$ cat src/rtl/mat_mul_stream_ctrl_pkg.sv
// mat_mul_pkg: shared types and helpers for the mat_mul stream sequencer.
//   state_t    - sequencer states (LOAD_A, LOAD_B, START, WAIT, DRAIN)
//   n_a/n_b/n_c - element counts of A, B and C
//   elem_off   - bit offset of element idx in an MSB-first packed bus of n elements
//   cnt_w      - counter width for n elements (never below 1)
package mat_mul_pkg;

    typedef enum logic [2:0] {
        LOAD_A,
        LOAD_B,
        START,
        WAIT,
        DRAIN
    } state_t;

    function automatic int n_a(input int rows_a, input int cols_a);
        return rows_a * cols_a;
    endfunction

    function automatic int n_b(input int cols_a, input int cols_b);
        return cols_a * cols_b;
    endfunction

    function automatic int n_c(input int rows_a, input int cols_b);
        return rows_a * cols_b;
    endfunction

    // Element 0 sits in the top DATA_WIDTH bits, matching the core's
    // [0:R-1][0:C-1][W-1:0] declaration.
    function automatic int elem_off(input int idx, input int n, input int w);
        return (n - 1 - idx) * w;
    endfunction

    function automatic int cnt_w(input int n);
        return (n > 1) ? $clog2(n) : 1;
    endfunction

endpackage

$ cat src/rtl/mat_mul_stream_ctrl.sv
// mat_mul_stream_ctrl: stream-to-matrix sequencer in front of mat_mul_wrapper.
// Accepts A then B row-major on the s_* stream, packs them onto mm_a/mm_b,
// pulses mm_start, captures mm_c on mm_out_valid (acking with mm_out_ready)
// and streams C out row-major on m_* with m_last on the final element.
// Ports:
//   clk, rst                  - clock, synchronous active-high reset
//   s_valid/s_ready/s_data    - input element stream
//   m_valid/m_ready/m_data/m_last - output element stream
//   mm_a, mm_b, mm_start      - operands and start pulse to the core
//   mm_c, mm_out_valid, mm_out_ready - result and capture handshake
//   busy                      - a job is in flight
//   perf_cycles               - WAIT-cycle counter of the last job
// Build option: MAT_MUL_STREAM_CTRL_PERF_EN enables perf_cycles; otherwise 0.
module mat_mul_stream_ctrl
    import mat_mul_pkg::*;
#(
    parameter int DATA_WIDTH = 32,
    parameter int ROWS_A     = 4,
    parameter int COLS_A     = 4,
    parameter int COLS_B     = 4
) (
    input  logic                                 clk,
    input  logic                                 rst,
    input  logic                                 s_valid,
    output logic                                 s_ready,
    input  logic [DATA_WIDTH-1:0]                s_data,
    output logic                                 m_valid,
    input  logic                                 m_ready,
    output logic [DATA_WIDTH-1:0]                m_data,
    output logic                                 m_last,
    output logic [ROWS_A*COLS_A*DATA_WIDTH-1:0]  mm_a,
    output logic [COLS_A*COLS_B*DATA_WIDTH-1:0]  mm_b,
    output logic                                 mm_start,
    input  logic [ROWS_A*COLS_B*DATA_WIDTH-1:0]  mm_c,
    input  logic                                 mm_out_valid,
    output logic                                 mm_out_ready,
    output logic                                 busy,
    output logic [31:0]                          perf_cycles
);

    localparam int N_A = n_a(ROWS_A, COLS_A);
    localparam int N_B = n_b(COLS_A, COLS_B);
    localparam int N_C = n_c(ROWS_A, COLS_B);
    localparam int AW  = cnt_w(N_A);
    localparam int BW  = cnt_w(N_B);
    localparam int IW  = (AW > BW) ? AW : BW;
    localparam int KW  = cnt_w(N_C);

    localparam logic [IW-1:0] A_LAST = IW'(N_A - 1);
    localparam logic [IW-1:0] B_LAST = IW'(N_B - 1);
    localparam logic [KW-1:0] K_LAST = KW'(N_C - 1);

    state_t                  state;
    logic [IW-1:0]           idx;
    logic [KW-1:0]           k;
    logic [DATA_WIDTH-1:0]   a_mem [N_A];
    logic [DATA_WIDTH-1:0]   b_mem [N_B];
    logic [DATA_WIDTH-1:0]   c_mem [N_C];
    logic [DATA_WIDTH-1:0]   c_in  [N_C];

    // Fixed-position packing between element arrays and the core buses.
    for (genvar g = 0; g < N_A; g++) begin : g_pack_a
        assign mm_a[elem_off(g, N_A, DATA_WIDTH) +: DATA_WIDTH] = a_mem[g];
    end
    for (genvar g = 0; g < N_B; g++) begin : g_pack_b
        assign mm_b[elem_off(g, N_B, DATA_WIDTH) +: DATA_WIDTH] = b_mem[g];
    end
    for (genvar g = 0; g < N_C; g++) begin : g_unpack_c
        assign c_in[g] = mm_c[elem_off(g, N_C, DATA_WIDTH) +: DATA_WIDTH];
    end

    // Ack in the same cycle the result is seen, so the core never holds
    // out_valid for an extra cycle and the capture is exactly one beat.
    assign mm_out_ready = (state == WAIT) && mm_out_valid;

    always_ff @(posedge clk) begin
        if (rst) begin
            state    <= LOAD_A;
            idx      <= '0;
            k        <= '0;
            s_ready  <= 1'b1;
            m_valid  <= 1'b0;
            m_last   <= 1'b0;
            m_data   <= '0;
            mm_start <= 1'b0;
            busy     <= 1'b0;
            for (int i = 0; i < N_A; i++) a_mem[i] <= '0;
            for (int i = 0; i < N_B; i++) b_mem[i] <= '0;
            for (int i = 0; i < N_C; i++) c_mem[i] <= '0;
        end else begin
            case (state)
                LOAD_A: begin
                    if (s_valid && s_ready) begin
                        a_mem[idx[AW-1:0]] <= s_data;
                        busy <= 1'b1;
                        if (idx == A_LAST) begin
                            idx   <= '0;
                            state <= LOAD_B;
                        end else begin
                            idx <= idx + IW'(1);
                        end
                    end
                end
                LOAD_B: begin
                    if (s_valid && s_ready) begin
                        b_mem[idx[BW-1:0]] <= s_data;
                        if (idx == B_LAST) begin
                            // Start is issued from its own state, one cycle
                            // after the final B element lands.
                            idx      <= '0;
                            s_ready  <= 1'b0;
                            mm_start <= 1'b1;
                            state    <= START;
                        end else begin
                            idx <= idx + IW'(1);
                        end
                    end
                end
                START: begin
                    mm_start <= 1'b0;
                    state    <= WAIT;
                end
                WAIT: begin
                    if (mm_out_valid) begin
                        c_mem <= c_in;
                        k     <= '0;
                        state <= DRAIN;
                    end
                end
                DRAIN: begin
                    if (!m_valid) begin
                        // First DRAIN cycle loads the output register.
                        m_valid <= 1'b1;
                        m_data  <= c_mem[k];
                        m_last  <= (k == K_LAST);
                    end else if (m_ready) begin
                        if (m_last) begin
                            m_valid <= 1'b0;
                            m_last  <= 1'b0;
                            k       <= '0;
                            s_ready <= 1'b1;
                            busy    <= 1'b0;
                            state   <= LOAD_A;
                        end else begin
                            k      <= k + KW'(1);
                            m_data <= c_mem[k + KW'(1)];
                            m_last <= ((k + KW'(1)) == K_LAST);
                        end
                    end
                end
                default: state <= LOAD_A;
            endcase
        end
    end

`ifdef MAT_MUL_STREAM_CTRL_PERF_EN
    // Counts WAIT cycles including the capture cycle; saturating.
    logic [31:0] perf_q;
    always_ff @(posedge clk) begin
        if (rst)
            perf_q <= '0;
        else if (state == START)
            perf_q <= '0;
        else if (state == WAIT && perf_q != 32'hFFFF_FFFF)
            perf_q <= perf_q + 32'd1;
    end
    assign perf_cycles = perf_q;
`else
    assign perf_cycles = '0;
`endif

endmodule

$ cat config.mk
export PLATFORM = sky130hd
export DESIGN_NAME = mat_mul_stream_ctrl
export DESIGN_NICKNAME = d
export VERILOG_FILES = /design/src/rtl/mat_mul_stream_ctrl_pkg.sv /design/src/rtl/mat_mul_stream_ctrl.sv
export SDC_FILE = /design/constraint.sdc
export NUM_CORES = 2
export LEC_CHECK = 0
export ABC_AREA = 1
export CAP_MARGIN = 20
export CORE_AREA = 2 2 641 643
export DETAILED_ROUTE_END_ITERATION = 6
export DIE_AREA = 0 0 643 645
export PLACE_DENSITY = 0.4
export SLEW_MARGIN = 20
export SYNTH_ARGS = -nofsm -noshare
export SYNTH_HDL_FRONTEND = slang
export SYNTH_SLANG_ARGS = --single-unit
$ cat constraint.sdc
create_clock -name clk -period 3.67 [get_ports clk]
set_input_delay 1.101 -clock clk [delete_from_list [all_inputs] [get_ports clk]]
set_output_delay 1.101 -clock clk [all_outputs]
set_load 0.01 [all_outputs]
# --- Yosys cells after proc, flatten, opt, wreduce, memory -nomap -nowiden ---
# Memories as Yosys holds them, arrays and structs flattened.
# Cells that the tools add are included.
word_totals:
  out_inout_bits: 1094
  in_bits: 549
  mem_count: 2
  ff_bits: 560
  word_cells: 128
  mem_bits_rw: 1024
memory_table:
  columns: ["name", "depth", "width", "read_ports", "rd_ports_with_merged_regs", "wr", "line", "source"]
  rows:
  - ["a_mem", 16, 32, 16, 0, 16, "mat_mul_stream_ctrl.sv:56", "logic [DATA_WIDTH-1:0] a_mem [N_A];"]
  - ["b_mem", 16, 32, 16, 0, 16, "mat_mul_stream_ctrl.sv:57", "logic [DATA_WIDTH-1:0] b_mem [N_B];"]
classes:
  mux: 59
  n_lt_le_gt_ge: 2
  eq_ne: 17
  bitwise: 2
  add_sub_neg: 2
  n_reduce_logical: 19
ops:
  columns: ["op", "n"]
  rows:
  - ["32-bit two-way mux", 9]
  - ["32-bit binary-select mux with 4-bit select", 2]
  - ["32-bit OR reduction", 2]
  - ["1-bit two-way mux", 28]
  - ["4-bit two-way mux", 7]
  - ["3-bit two-way mux", 8]
  - ["2-bit != test (second input constant)", 9]
  - ["3-bit one-hot mux with 5 select lines", 1]
  - ["4-bit equality test (second input constant)", 3]
  - ["5-bit >= comparator (second input constant)", 2]
  - ["4-bit NOT with 5-bit output", 2]
  - ["4-bit by 1-bit adder with 4-bit output (second input constant)", 2]
  - ["4-bit one-hot mux with 2 select lines", 1]
  - ["8-bit AND reduction", 1]
  - ["2-bit nonzero test", 4]
  - ["3-bit by 2-bit equality test with 1-bit output (second input constant)", 2]
  - ["1-bit one-hot mux with 2 select lines", 3]
  - ["2-bit AND reduction", 3]
  - ["3-bit AND reduction", 2]
  - ["6-bit AND reduction", 1]
  - ["5-bit AND reduction", 1]
  - ["4-bit AND reduction", 1]
  - ["3-bit by 1-bit equality test with 1-bit output (second input constant)", 1]
  - ["3-bit equality test (second input constant)", 1]
  - ["other kinds (4)", 5]

# --- Logic depth before layout (Yosys ltp) ---
depth:
  ltp_word: 8
  ltp_mapped: 15

# --- Worst setup path before layout ---
# No wires, ideal clock.
synth_timing:
  path_kind: "input-to-reg"
  start: "input port rst"
  end: "memory a_mem[15][0] (enable)"
  arrival_time_ps: 2850
  required_time_ps: 3281
  setup_time_ps: 389
  path_slack_ps: 430
  stages: 8
  path_cell_list: "buf_2 clkinv_2 nand2_1 nor3_4 buf_6 nand2_2 buf_2 nand2_1"
synth_rtl:
  columns: ["item", "line", "source"]
  rows:
  - ["start: declaration", "mat_mul_stream_ctrl.sv:23", "input logic rst,"]
  - ["end: declaration", "mat_mul_stream_ctrl.sv:56", null]

# --- Worst setup path after layout ---
layout_timing:
  start: "input port mm_out_valid"
  end: "output port mm_out_ready"
layout_via:
  elab_chain_cells: 1
layout_lines:
  columns: ["item", "line", "source"]
  rows:
  - ["start: declaration", "mat_mul_stream_ctrl.sv:35", "input logic mm_out_valid,"]
  - ["1-bit logical AND", "mat_mul_stream_ctrl.sv:74", "assign mm_out_ready = (state == WAIT) && mm_out_valid;"]
  - ["end: declaration", "mat_mul_stream_ctrl.sv:36", "output logic mm_out_ready,"]
# No other way between the ends.

==> metrics.yaml <==
clocking:
  cts_tree: "done"
  cts_setup_buffers: 0
  cts_hold_buf: 0
  cts-buffers-inserted: 196
  h-tree-depth: 4
  clk_pin_slew_ns: 0.06
  cts_max_path_buffers: 4
  cts_root_buffer: "clkbuf_16"
  clk_latency_ns: 0.93
  clkSinkCount: 1584
cells_and_area:
  area_growth_pct: 47.4
  seqCellArea_mm2: 0.0420
  drive_above_1_share_pct: 8.84
  multiInputGateArea_mm2: 0.0194
  fill_cells: 44200
  stdcell_area_mm2: 0.0973
  nNetsFinal: 9267
logic_synthesis:
  synth-seq-cells: 1584
  synth.cells.most_frequent: "nand2_1 (1223), nor2_1 (1117), edfxtp_1 (1024), nand3_1 (876), dfxtp_1 (560)"
  synth_top_area_cell: "edfxtp_1"
  yosysWarningCount: 0
  synth.area.top_cells: "edfxtp_1 (47%), dfxtp_1 (17%), nand2_1 (7.0%)"
  syn_area_mm2: 0.0660
  async_reset_ff_share_pct: 0
  avgSynthCellArea_um2: 9.27
  synth-edff-count: 1024
  synth_most_common_cell: "nand2_1"
  synthFlopType: "edfxtp_1"
  synth.yosys.seq_area_share_pct: 63.6
  post_synth_num_cell_types: 34
  yosysTopAreaCellShare_pct: 46.6
  syn_inst: 7116
global_routing:
  grt_start_max_net_pins: 183
  grt_first_pass_wirelength_um: 516000
  grt_pass1_vias: 57500
  grt.overflow.total: 0
  antenna_found_initial: 75
  track_usage_pct: 18.1
placement:
  hpwl_um: 296000
  placed_area_mm2: 0.0908
  pre_cts_ws_ns: -0.305
  port_buffers: 1610
  gp_congestion: 0.887
floorplanning:
  dieArea_mm2: 0.415
  dieHeight_um: 645
  start_util_pct: 16.2
  die_w_um: 643
  rows: 235
  core_mm2: 0.408
  ioPinCount: 1643
timing:
  tightestPinTransition_ns: 1.29
  finalHoldViolations: 0
  fmax_mhz: 278
  relSlewSlack_pct: 14.0
  drv_slew: 0
  final-setup-viol-count: 0
  rsz0062_at_grt: "false"
  fin_crit_ns: 3.60
  fin_skew_ns: 0.122
  worst_slack_ns: 0.0741
  post-route-period-util_pct: 98.0
setup_path:
  worstPathArrival_ns: 2.49
  path_class: "in -> out"
  required_ns: 2.57
  cp-end-kind: "output port"
  critical-path-max-stage-delay_ns: 0.51
  crit_chain: "clkdlybuf4s50_1 -> buf_4 -> inv_1 -> nor2_4 -> buf_12 -> clkdlybuf4s15_2"
  crit_path_start_kind: "input port"
  critPathSlowestCell: "clkdlybuf4s50_1"
  crit_path_max_fanout: 2
route:
  wirelength_um: 394000
  drt_iter0_markers: 5263
  vias_per_cell: 4.16
  routedWlPerCell_um: 27.4
  drc: 0
  dr_total_vias: 59700
  ant_nets: 0
  dr.pass1.iters: 6
power_and_ir_drop:
  irDropWorstVdd_mv: 0.371
  p_leak_nw: 35.6
  finalPower_w: 0.0436
  powerDensity_mw_per_mm2: 448
worst_hold_path:
  hp-class: "reg -> reg"
run:
  drv_cap: 0
run_status:
  status: "finished, final reports clean"
-- metal layers --
layer  vias to the layer above  routed length, µm  part of all wire (%)  track usage, %
met2                      2810             203000                    52            32.9
met5                         -                 46                 0.012               0
li1                      26800                  -                     -               -
met1                     29600             143000                    36            19.8
met4                         8              23200                   5.9            10.1
met3                       592              24500                   6.2            3.30
-- layout make-up --
type | count | share of cell area, %
Antenna cell | 43 | 0.111
Clock buffer | 253 | 5.45
Clock inverter | 103 | 1.13
Inverter | 540 | 2.13
Multi-Input combinational cell | 4395 | 20.0
Sequential cell | 1584 | 43.2
Tap cell | 5451 | 7.01
Timing Repair Buffer | 1995 | 21.1
-- sequential cells by signal (all words and copies together) (netlist names), 3 cells and up --
signal and count:
state 3, b_mem 512, c_mem 512, idx 4, a_mem 512, k 4
m_data 32
-- logic make-up after synthesis --
group | synth area share, %
and+or+nand+nor | 20.3
DFF | 63.6
buffers and inverters | 7.39
AOI/OAI and AO/OA | 8.55
adders and majority gates | 0.114
xor gates and xnor gates | 0.0512
other | 0.00568
-- timing repair --
item,in CTS,in global routing
gates resized for setup,3,0
endpoints found under the hold margin,0,0
setup endpoints to repair,1,0
-- critical path, delay by kind of cell --
family	cells	cell delay [ns]
buffers and inverters	5	1.14
AND/OR/NAND/NOR	1	0.22
-- placed cells by master (no fill, tap or decap), drive strengths merged --
master and instances:
nand3 877, buf 386, conb 32, xor2 3
edfxtp 1024, ha 6, clkinv 73, a21oi 520
o211ai 32, clkinvlp 5, bufinv 17, nand4 4
clkdlybuf4s15 1, nand2 1243, o31a 1, a41oi 1
clkbuf 253, inv 548, nor3 3, a22oi 1
diode 43, o21ai 551, clkdlybuf4s50 1608, nor2 1121
dfxtp 560
-- path summary, 6_finish.rpt --
check	start	endpoint	slack, ns	cells after the start
worst max-delay path	mm_out_valid	mm_out_ready	0.07	6
worst min-delay path	c_mem[483]$_SDFFE_PP0P_	c_mem[483]$_SDFFE_PP0P_	0.47	2
worst max register to register	k[0]$_SDFFE_PP0P_	m_data[13]$_SDFFE_PP0P_	0.59	11
worst min register to register	c_mem[483]$_SDFFE_PP0P_	c_mem[483]$_SDFFE_PP0P_	0.47	2
-- power by group --
| group | switching (W) | total [W] | internal [W] | leakage [nW] |
|---|---|---|---|---|
| registers | 0.000201 | 0.0196 | 0.0194 | 15.1 |
| clock network | 0.00832 | 0.0197 | 0.0114 | 3.12 |
| logic | 0.00243 | 0.00419 | 0.00176 | 17.4 |
| total | 0.0110 | 0.0436 | 0.0326 | 35.6 |
-- stage by stage --
stage          hold slack (ns)  setup TNS, ns  utilization, %  instances
5_1_grt                  0.481              0            23.8      14300
3_3_place_gp             0.450         -0.334            22.2      14000
4_1_cts                  0.467              0            23.8      14300
2_1_floorplan            0.444              0               -       7147
3_5_place_dp             0.457         -0.305            22.2      14000
6_report                 0.466              0            23.8      14400
(Power assumes the default switching activity.)
